--- config.mk ---
export PLATFORM = sky130hd
export DESIGN_NAME = uart_burst_fifo
export DESIGN_NICKNAME = d
export VERILOG_FILES = /design/src/rtl/uart_burst_fifo.sv
export SDC_FILE = /design/constraint.sdc
export NUM_CORES = 1
export LEC_CHECK = 0
export BUFFER_PORTS_ARGS = -buffer_cell sky130_fd_sc_hd__buf_2
export CAP_MARGIN = 25
export CORE_ASPECT_RATIO = 1.1
export CORE_MARGIN = 2
export CORE_UTILIZATION = 44
export DETAILED_ROUTE_END_ITERATION = 10
export PLACE_DENSITY_LB_ADDON = 0.3
export SKIP_LAST_GASP = 1
export SLEW_MARGIN = 0
export SYNTH_ARGS = -nofsm -noshare
export SYNTH_HDL_FRONTEND = slang
export SYNTH_SLANG_ARGS = --single-unit
--- constraint.sdc ---
create_clock -name clk -period 4.5 [get_ports clk]
set_input_delay 0.225 -clock clk [delete_from_list [all_inputs] [get_ports clk]]
set_output_delay 0.225 -clock clk [all_outputs]
set_load 0.02 [all_outputs]
--- src/rtl/uart_burst_fifo.sv ---
// uart_burst_fifo: full-duplex 8N1 UART with a word-wide CPU bus and a TX word FIFO.
// In normal mode each word carries one byte. In burst mode each word carries DW/8
// bytes, sent LSB first. The mode is stored with every FIFO entry, so changing the
// mode never alters words that are already queued.
module uart_burst_fifo #(
    parameter int DW      = 32,
    parameter int DEPTH   = 4,
    parameter int DIV_W   = 9,
    parameter int DIV_RST = 7
) (
    input  logic          clk,
    input  logic          rst,
    input  logic [DW-1:0] d,
    input  logic          wrtx,
    input  logic          wrbaud,
    input  logic          rd,
    input  logic          rxd,
    output logic          txd,
    output logic [DW-1:0] q,
    output logic          dv,
    output logic          ovf,
    output logic          ferr,
    output logic          thre,
    output logic          tend
);

    localparam int NB = DW / 8;
    localparam int AW = $clog2(DEPTH);
    localparam int CW = $clog2(NB + 1);

    typedef enum logic [1:0] {IDLE, START, DATA, STOP} state_t;

    logic             mode;
    logic [DIV_W-1:0] div;

    // Configuration register: MODE and bit-time divider
    always_ff @(posedge clk) begin
        if (rst) begin
            mode <= 1'b0;
            div  <= DIV_W'(DIV_RST);
        end else if (wrbaud) begin
            mode <= d[DW-1];
            div  <= d[DIV_W-1:0];
        end
    end

    // ---------------- TX FIFO ----------------
    logic [DW:0] mem [DEPTH];
    logic [AW:0] wptr, rptr;
    logic        empty, full, push, pop;
    logic [DW:0] head;

    assign empty = (wptr == rptr);
    assign full  = (wptr[AW] != rptr[AW]) && (wptr[AW-1:0] == rptr[AW-1:0]);
    assign push  = wrtx && !full;
    assign thre  = !full;
    assign head  = mem[rptr[AW-1:0]];

    // FIFO pointers; the extra MSB tells full from empty
    always_ff @(posedge clk) begin
        if (rst) begin
            wptr <= '0;
            rptr <= '0;
        end else begin
            if (push) wptr <= wptr + 1'b1;
            if (pop)  rptr <= rptr + 1'b1;
        end
    end

    // FIFO storage; each entry holds the mode in force at push time
    always_ff @(posedge clk) begin
        if (push) mem[wptr[AW-1:0]] <= {mode, d};
    end

    // ---------------- TX FSM ----------------
    state_t           tx_state, tx_state_nxt;
    logic [DIV_W-1:0] tx_cnt, tx_cnt_nxt, tx_div, tx_div_nxt;
    logic [2:0]       tx_bit, tx_bit_nxt;
    logic [CW-1:0]    tx_left, tx_left_nxt;
    logic [DW-1:0]    tx_word, tx_word_nxt;
    logic             load;

    // TX state register
    always_ff @(posedge clk) begin
        if (rst) begin
            tx_state <= IDLE;
            tx_cnt   <= '0;
            tx_bit   <= '0;
            tx_left  <= '0;
        end else begin
            tx_state <= tx_state_nxt;
            tx_cnt   <= tx_cnt_nxt;
            tx_bit   <= tx_bit_nxt;
            tx_left  <= tx_left_nxt;
        end
        tx_div  <= tx_div_nxt;
        tx_word <= tx_word_nxt;
    end

    // TX next state; a new word is loaded from IDLE or straight out of the last STOP
    always_comb begin
        tx_state_nxt = tx_state;
        tx_cnt_nxt   = tx_cnt;
        tx_div_nxt   = tx_div;
        tx_bit_nxt   = tx_bit;
        tx_left_nxt  = tx_left;
        tx_word_nxt  = tx_word;
        load         = 1'b0;
        pop          = 1'b0;
        case (tx_state)
            IDLE: begin
                if (!empty) load = 1'b1;
            end
            START: begin
                if (tx_cnt == '0) begin
                    tx_state_nxt = DATA;
                    tx_cnt_nxt   = tx_div;
                    tx_bit_nxt   = 3'd0;
                end else begin
                    tx_cnt_nxt = tx_cnt - 1'b1;
                end
            end
            DATA: begin
                if (tx_cnt == '0) begin
                    tx_cnt_nxt = tx_div;
                    if (tx_bit == 3'd7) tx_state_nxt = STOP;
                    else                tx_bit_nxt   = tx_bit + 3'd1;
                end else begin
                    tx_cnt_nxt = tx_cnt - 1'b1;
                end
            end
            STOP: begin
                if (tx_cnt == '0) begin
                    if (tx_left > CW'(1)) begin
                        tx_state_nxt = START;
                        tx_cnt_nxt   = tx_div;
                        tx_left_nxt  = tx_left - 1'b1;
                        tx_word_nxt  = tx_word >> 8;
                    end else if (!empty) begin
                        load = 1'b1;
                    end else begin
                        tx_state_nxt = IDLE;
                    end
                end else begin
                    tx_cnt_nxt = tx_cnt - 1'b1;
                end
            end
            default: tx_state_nxt = IDLE;
        endcase
        if (load) begin
            pop          = 1'b1;
            tx_state_nxt = START;
            tx_cnt_nxt   = div;
            tx_div_nxt   = div;
            tx_word_nxt  = head[DW-1:0];
            tx_left_nxt  = head[DW] ? CW'(NB) : CW'(1);
        end
    end

    // Registered serial output and end-of-transmission flag
    always_ff @(posedge clk) begin
        if (rst) begin
            txd  <= 1'b1;
            tend <= 1'b1;
        end else begin
            case (tx_state)
                START:   txd <= 1'b0;
                DATA:    txd <= tx_word[tx_bit];
                default: txd <= 1'b1;
            endcase
            tend <= empty && !push && (tx_state == IDLE);
        end
    end

    // ---------------- RX FSM ----------------
    state_t           rx_state, rx_state_nxt;
    logic [1:0]       rx_sync;
    logic [DIV_W-1:0] rx_cnt, rx_cnt_nxt, rx_div, rx_div_nxt;
    logic [2:0]       rx_bit, rx_bit_nxt;
    logic [7:0]       rx_byte, rx_byte_nxt;
    logic [DIV_W:0]   half;
    logic             frame_ok, frame_bad;

    assign half = ({1'b0, div} + 1'b1) >> 1;

    // RX synchroniser and state register
    always_ff @(posedge clk) begin
        if (rst) begin
            rx_sync  <= 2'b11;
            rx_state <= IDLE;
            rx_cnt   <= '0;
            rx_bit   <= '0;
        end else begin
            rx_sync  <= {rx_sync[0], rxd};
            rx_state <= rx_state_nxt;
            rx_cnt   <= rx_cnt_nxt;
            rx_bit   <= rx_bit_nxt;
        end
        rx_div  <= rx_div_nxt;
        rx_byte <= rx_byte_nxt;
    end

    // RX next state; start bit re-checked at mid-bit, data sampled every bit time
    always_comb begin
        rx_state_nxt = rx_state;
        rx_cnt_nxt   = rx_cnt;
        rx_div_nxt   = rx_div;
        rx_bit_nxt   = rx_bit;
        rx_byte_nxt  = rx_byte;
        frame_ok     = 1'b0;
        frame_bad    = 1'b0;
        case (rx_state)
            IDLE: begin
                if (!rx_sync[1]) begin
                    rx_state_nxt = START;
                    rx_div_nxt   = div;
                    rx_cnt_nxt   = DIV_W'(half - 1'b1);
                end
            end
            START: begin
                if (rx_cnt == '0) begin
                    if (rx_sync[1]) begin
                        rx_state_nxt = IDLE;
                    end else begin
                        rx_state_nxt = DATA;
                        rx_cnt_nxt   = rx_div;
                        rx_bit_nxt   = 3'd0;
                    end
                end else begin
                    rx_cnt_nxt = rx_cnt - 1'b1;
                end
            end
            DATA: begin
                if (rx_cnt == '0) begin
                    rx_byte_nxt = {rx_sync[1], rx_byte[7:1]};
                    rx_cnt_nxt  = rx_div;
                    if (rx_bit == 3'd7) rx_state_nxt = STOP;
                    else                rx_bit_nxt   = rx_bit + 3'd1;
                end else begin
                    rx_cnt_nxt = rx_cnt - 1'b1;
                end
            end
            STOP: begin
                if (rx_cnt == '0) begin
                    rx_state_nxt = IDLE;
                    frame_ok     = rx_sync[1];
                    frame_bad    = !rx_sync[1];
                end else begin
                    rx_cnt_nxt = rx_cnt - 1'b1;
                end
            end
            default: rx_state_nxt = IDLE;
        endcase
    end

    // ---------------- RX word assembly ----------------
    logic [CW-1:0] rx_k;
    logic [DW-1:0] acc, rx_word;
    logic          complete;

    // Candidate word with the freshly received byte merged in
    always_comb begin
        rx_word = '0;
        if (mode) begin
            rx_word              = acc;
            rx_word[8*rx_k +: 8] = rx_byte;
        end else begin
            rx_word[7:0] = rx_byte;
        end
    end

    assign complete = frame_ok && (!mode || rx_k == CW'(NB - 1));

    // Partial burst word accumulator
    always_ff @(posedge clk) begin
        if (frame_ok && mode) acc <= rx_word;
    end

    // Byte position, received word and status flags
    always_ff @(posedge clk) begin
        if (rst) begin
            rx_k <= '0;
            q    <= '0;
            dv   <= 1'b0;
            ovf  <= 1'b0;
            ferr <= 1'b0;
        end else begin
            if (frame_ok && mode) rx_k <= complete ? '0 : rx_k + 1'b1;
            if (wrbaud)           rx_k <= '0;
            if (complete) begin
                q  <= rx_word;
                dv <= 1'b1;
                if (dv && !rd) ovf <= 1'b1;
            end else if (rd) begin
                dv  <= 1'b0;
                ovf <= 1'b0;
            end
            if (frame_bad) ferr <= 1'b1;
            else if (rd)   ferr <= 1'b0;
        end
    end

endmodule

==> qor.yml, run 1 <==
run_status:
  status: "complete, no violations"
route:
  ant_nets: 0
  dr_total_vias: 8397
  first_iter_violations: 564
  first_pass_iters: 6
  wl_per_cell_um: 17.4
  vias_per_cell: 5.37
  routed_wl_um: 27200
  drc: 0
logic_synthesis:
  ys_types: 78
  async_flop_share_pct: 0
  syn-num-nets: 1129
  yosysTopAreaCell: "edfxtp_1"
  synth_ff_type: "edfxtp_1"
  yosysWarnings: 0
  synth_edf_count: 222
  netlist_area_um2: 13400
  synthCells: 1060
  seq_area_frac_synth_pct: 63.6
  synth_top_cell_area_share_pct: 49.9
  yosys.cell_count.top_type: "edfxtp_1"
  synth_top_cells_by_count: "edfxtp_1, nand2_1, dfxtp_1"
  syn_area_per_cell_um2: 12.6
  yosys_register_bits: 313
  synthTopCellsByArea: "edfxtp_1, dfxtp_1, mux4_2, nand2_1, ha_1"
die:
  pin_count: 76
  start_util_pct: 44.9
  die_y_um: 187
  die_width_um: 170
  core_area_um2: 29700
  dieArea_um2: 31800
  row_count: 66
final_layout:
  final_cells: 1563
  finish.utilization_pct: 52.5
  post-route-cell-area_um2: 15600
  drive_gt1_share_pct: 18.3
  synthToLayoutAreaGrowth_pct: 16.8
  final.fill_count: 2575
  n_antenna_cell: 0
  nets: 1232
critical_path:
  r2r_setup_slack_ps: 1490
  setup.worst_path.start_class: "register"
  r2r-end: "tx_cnt[5]$_SDFFE_PP0P_"
  path_cells: "inv_1 -> ha_1 -> or4b_1 -> nor4_1 -> o21ai_2 -> buf_4 -> inv_2 -> nor2_1 -> o21ai_0 -> a31oi_1"
  critPathMaxStageDelay_ps: 610
  ff2ff_path_depth: 10
  cpLargestDelayFamily: "simple AND/OR/NAND/NOR gates"
  crit_arrival_ps: 3360
  crit_buf_inv: 3
  endpoint_kind: "register"
  r2r-start: "tx_cnt[0]$_SDFFE_PP0P_"
  crit_path_top_delay_cell: "inv_2"
  cp_max_fo: 45
  crit_type: "register to register"
  required_ps: 4860
sta:
  tightest_slew_ps: 982
  final_max_slew_viol_count: 0
  rsz0062_at_grt: "no"
  period_minus_slack_ps: 3010
  hold_viol_final: 0
  worst_slack_ps: 1490
  finalSetupViolCount: 0
  tns_ps: 0
  finalCritPeriodShare_pct: 66.8
  max_slew_margin_pct: 34.5
  clock_skew_ps: 15.9
  max_freq_ghz: 0.333
clock_tree:
  cts_buffers: 34
  cts_max_level: 2
  clock_latency_ps: 510
  clk_path_buf_depth: 3
  cts_sinks: 313
  cts_root_buffer: "clkbuf_16"
  cts_resized: 0
  post_cts_buffers: 0
  cts_tree: "done"
  clk_pin_slew_ps: 60
min_path:
  min_path_cells: 4
  worstHoldStart: "rd"
  hp-class: "input port to register"
  hold_end: "ovf$_SDFFE_PP0P_"
global_route:
  grt_pass1_vias: 8421
  antenna_found_initial: 0
  grt-ovfl-total: 0
  grt_util_all_layers_pct: 17.6
  grt_pass1_wl_um: 44400
  grt_max_degree: 58
placement:
  place_area_um2: 14100
  preCtsSetupSlack_ps: 1490
  io_buffers: 75
  place_congestion: 0.866
  dp.cells: 1467
  hpwl_um: 17300
power:
  powerDensity_nw_per_um2: 557
  peakVddDrop_v: 0.000340
  p_leak_nw: 5.60
job:
  maxCapViolCount: 0
## what timing repair did
action                                  in CTS  in global routing
hold buffers                                33                  0
endpoints found under the hold margin      131                  0
endpoints found under the setup margin       0                  0
## power breakdown
part	total, mW	switching [mW]	internal, mW
logic	2.09	1.26	0.826
clock network	2.86	1.12	1.74
registers	3.73	0.177	3.56
## routing by layer
layer	GRT usage (%)	vias to the layer above	wire length (um)	share of wire, %
met5	0	-	0	0
met4	5.52	0	620	2.3
met3	2.99	39	1060	3.9
met2	30.3	184	13800	51
met1	22.6	4073	11700	43
li1	-	4101	-	-
## through the flow
step	total power [mW]	hold slack [ps]
after CTS	8.76	21.6
after detailed placement	5.86	414
after global placement	5.82	415
final	8.68	40.9
after floorplan	5.39	324
after global routing	9.16	37.7
## area by class of cell
| cell class | count | area (um2) | share of cell area [%] |
|---|---|---|---|
| clock inverters | 22 | 264 | 1.69 |
| flip-flops and latches | 313 | 8490 | 54.4 |
| well taps | 374 | 468 | 3.00 |
| clock buffers | 40 | 905 | 5.80 |
| multi-input cells | 660 | 4520 | 29.0 |
| inverters | 31 | 116 | 0.746 |
| repair buffers | 123 | 831 | 5.33 |
## worst max path at each step
stage | from | endpoint | slack (ps) | depth (start not counted)
finish | tx_cnt[0]$_SDFFE_PP0P_ | tx_cnt[5]$_SDFFE_PP0P_ | 1490 | 10
CTS | tx_cnt[0]$_SDFFE_PP0P_ | tx_cnt[5]$_SDFFE_PP0P_ | 1470 | 10
global route | rx_cnt[0]$_SDFFE_PP0P_ | q[5]$_SDFFE_PP0P_ | 1150 | 8
detailed placement | tx_cnt[0]$_SDFFE_PP0P_ | tx_cnt[5]$_SDFFE_PP0P_ | 1490 | 10
floorplan | tx_cnt[0]$_SDFFE_PP0P_ | tx_word[0]$_DFFE_PP_ | 260 | 7
global placement | tx_cnt[0]$_SDFFE_PP0P_ | tx_cnt[5]$_SDFFE_PP0P_ | 1530 | 10
## worst reg2reg max path, stage by stage (launching register included)
cell,delay [ps]
dfxtp_1,320
inv_1,110
ha_1,140
or4b_1,600
nor4_1,290
o21ai_2,70
buf_4,240
inv_2,620
nor2_1,180
o21ai_0,200
a31oi_1,90
## flip-flops by register name, indices dropped and copies added (netlist names), 3 cells and up, named ones only
register  cells
mem         132
acc          32
q            32
tx_word      32
div           9
rx_cnt        9
rx_div        9
tx_cnt        9
tx_div        9
rx_byte       8
rptr          3
rx_bit        3
rx_k          3
tx_bit        3
tx_left       3
wptr          3
## layout by cell type (no fill, tap or decap), drive strengths merged, types with 6 or more instances in the layout
| master | Yosys | layout |
|---|---|---|
| mux2i | 22 | 22 |
| a2111oi | 6 | 6 |
| clkinv | 2 | 17 |
| nor2b | 6 | 6 |
| and3 | 6 | 6 |
| mux4 | 35 | 35 |
| nor3 | 28 | 28 |
| nor4 | 6 | 6 |
| nand2b | 7 | 7 |
| a21oi | 77 | 77 |
| edfxtp | 222 | 222 |
| o21ai | 21 | 21 |
| or4 | 6 | 6 |
| buf | 20 | 90 |
| inv | 29 | 29 |
| or2 | 7 | 7 |
| a31oi | 8 | 8 |
| nand3 | 16 | 16 |
| xnor2 | 11 | 11 |
| dfxtp | 91 | 91 |
| xor2 | 10 | 10 |
| ha | 31 | 31 |
| dlygate4sd3 | 0 | 33 |
| mux2 | 9 | 9 |
| nand2 | 189 | 189 |
| nor2 | 71 | 71 |
| clkbuf | 36 | 40 |
| and2 | 15 | 15 |
## cells by family after synthesis
| group | Yosys count | share of synthesized area [%] |
|---|---|---|
| simple gates | 377 | 12.9 |
| fa+ha+maj | 31 | 2.90 |
| compound gates | 165 | 8.27 |
| buf+inv | 87 | 2.68 |
| mux | 66 | 8.31 |
| flops | 313 | 63.6 |
| xor+xnor | 21 | 1.38 |
(Power assumes the default switching activity.)
==> inputs of run 2 (changes only) <==
==> constraint.sdc (replaced) <==
create_clock -name clk -period 2.8 [get_ports clk]
set_input_delay 0.14 -clock clk [delete_from_list [all_inputs] [get_ports clk]]
set_output_delay 0.14 -clock clk [all_outputs]
set_load 0.02 [all_outputs]
==> qor.yml, run 2 (synthesized netlist as in run 1, its figures left out) <==
critical_path:
  cp_max_fo: 8
  r2r-end: "q[1]$_SDFFE_PP0P_"
  setup.worst_path.start_class: "register"
  crit_buf_inv: 1
  crit_arrival_ps: 2890
  critPathMaxStageDelay_ps: 540
  crit_path_top_delay_cell: "or4b_1"
  r2r_setup_slack_ps: 280
  required_ps: 3170
  crit_type: "register to register"
  ff2ff_path_depth: 7
  endpoint_kind: "register"
  cpLargestDelayFamily: "simple AND/OR/NAND/NOR gates"
  path_cells: "inv_1 -> ha_1 -> or4b_1 -> o31ai_4 -> mux2_2 -> nor2_1 -> nor3_1"
  r2r-start: "rx_k[1]$_SDFFE_PP0P_"
final_layout:
  final_cell_mix: "edfxtp_1, nand2_1, dfxtp_1"
  final.fill_count: 2505
  largest_register_ffs: 132
  n_antenna_cell: 0
  drive_gt1_share_pct: 18.7
  final_cells: 1582
  nets: 1250
  final_common_cell: "edfxtp_1"
  synthToLayoutAreaGrowth_pct: 18.3
placement:
  io_buffers: 75
  place_congestion: 0.830
  dp.cells: 1483
  hpwl_um: 17200
clock_tree:
  clk_path_buf_depth: 3
  clock_latency_ps: 530
  cts_max_level: 2
  cts_sinks: 313
  cts_tree: "done"
  cts_root_buffer: "clkbuf_16"
  cts_buffers: 35
  clk_pin_slew_ps: 60
  cts_resized: 0
  post_cts_buffers: 0
route:
  first_pass_iters: 5
  routed_wl_um: 27100
  vias_per_cell: 5.42
  drc: 0
  ant_nets: 0
  wl_per_cell_um: 17.1
  first_iter_violations: 603
  dr_total_vias: 8581
min_path:
  hp-class: "input port to register"
  hold_end: "rx_k[1]$_SDFFE_PP0P_"
  worstHoldStart: "wrbaud"
  min_path_cells: 2
die:
  start_util_pct: 44.9
  die_y_um: 187
  core_area_um2: 29700
  dieArea_um2: 31800
  pin_count: 76
  die_width_um: 170
  row_count: 66
global_route:
  grt_util_all_layers_pct: 17.3
  grt_pass1_vias: 8619
  grt-ovfl-total: 0
  grt_pass1_wl_um: 44000
  grt_max_degree: 58
  antenna_found_initial: 0
sta:
  finalCritPeriodShare_pct: 89.9
  max_slew_margin_pct: 50.5
  rsz0062_at_grt: "no"
  final_max_slew_viol_count: 0
  period_minus_slack_ps: 2520
  tns_ps: 0
  tightest_slew_ps: 724
  clock_skew_ps: 25.5
  finalSetupViolCount: 0
  max_freq_ghz: 0.397
  hold_viol_final: 0
run_status:
  status: "complete, no violations"
power:
  powerDensity_nw_per_um2: 886
  power_mw: 14.0
  peakVddDrop_v: 0.000664
  p_leak_nw: 5.66
job:
  maxCapViolCount: 0
[run 2: cell count changes in the layout (fill, tap and decap cells not counted), sizes merged]
cell | before | now
clkinvlp | 2 | 4
dlygate4sd3 | 33 | 35
bufinv | 5 | 3
inv | 29 | 30
clkbuf | 40 | 41
buf | 90 | 105
[run 2: where the power goes]
group / leakage [nW] / switching (mW) / internal (mW)
clock network: 0.537 / 1.83 / 2.61
registers: 2.78 / 0.283 / 5.71
logic: 2.34 / 2.10 / 1.46
[run 2: how the worst max path moves through the flow]
stage                           start                     end  slack [ps]  cells after the start
2_1_floorplan  tx_cnt[0]$_SDFFE_PP0P_    tx_word[0]$_DFFE_PP_          30                      7
3_3_place_gp     rx_k[1]$_SDFFE_PP0P_       q[5]$_SDFFE_PP0P_         360                      7
3_5_place_dp   tx_cnt[0]$_SDFFE_PP0P_  tx_cnt[2]$_SDFFE_PP0P_         310                     10
4_1_cts          rx_k[1]$_SDFFE_PP0P_       q[1]$_SDFFE_PP0P_         260                      7
5_1_grt        tx_cnt[0]$_SDFFE_PP0P_  tx_cnt[2]$_SDFFE_PP0P_         140                     10
6_report         rx_k[1]$_SDFFE_PP0P_       q[1]$_SDFFE_PP0P_         280                      7
[run 2: stage by stage]
| step | cell area (um2) | util [%] | hold WS (ps) | setup slack [ps] |
|---|---|---|---|---|
| 2_1_floorplan | 13400 | - | 239 | 29.0 |
| 3_3_place_gp | 14300 | 48.1 | 331 | 361 |
| 3_5_place_dp | 14300 | 48.1 | 328 | 307 |
| 4_1_cts | 15800 | 53.1 | 72.7 | 263 |
| 5_1_grt | 15800 | 53.1 | 99.8 | 140 |
| 6_report | 15800 | 53.1 | 82.0 | 283 |
[run 2: timing repair]
item / 4_1_cts / 5_1_grt
hold buffers: 35 / 0
endpoints found under the setup margin: 0 / 0
hold endpoints to repair: 143 / 0
[run 2: cell type report]
type	count	area (um2)	share of cell area (%)
tap	374	468	2.96
clock buffer	41	898	5.69
inverter	31	116	0.737
clock inverter	23	234	1.48
multi-input combinational	660	4520	28.6
timing repair buffer	140	1060	6.73
sequential	313	8490	53.8
[run 2: metal layers]
layer / vias to the layer above / global-route usage (%) / routed length (um)
li1: 4136 / - / -
met1: 4200 / 22.0 / 11900
met2: 199 / 30.2 / 13500
met3: 46 / 2.93 / 1110
met4: 0 / 5.33 / 541
met5: - / 0 / 0
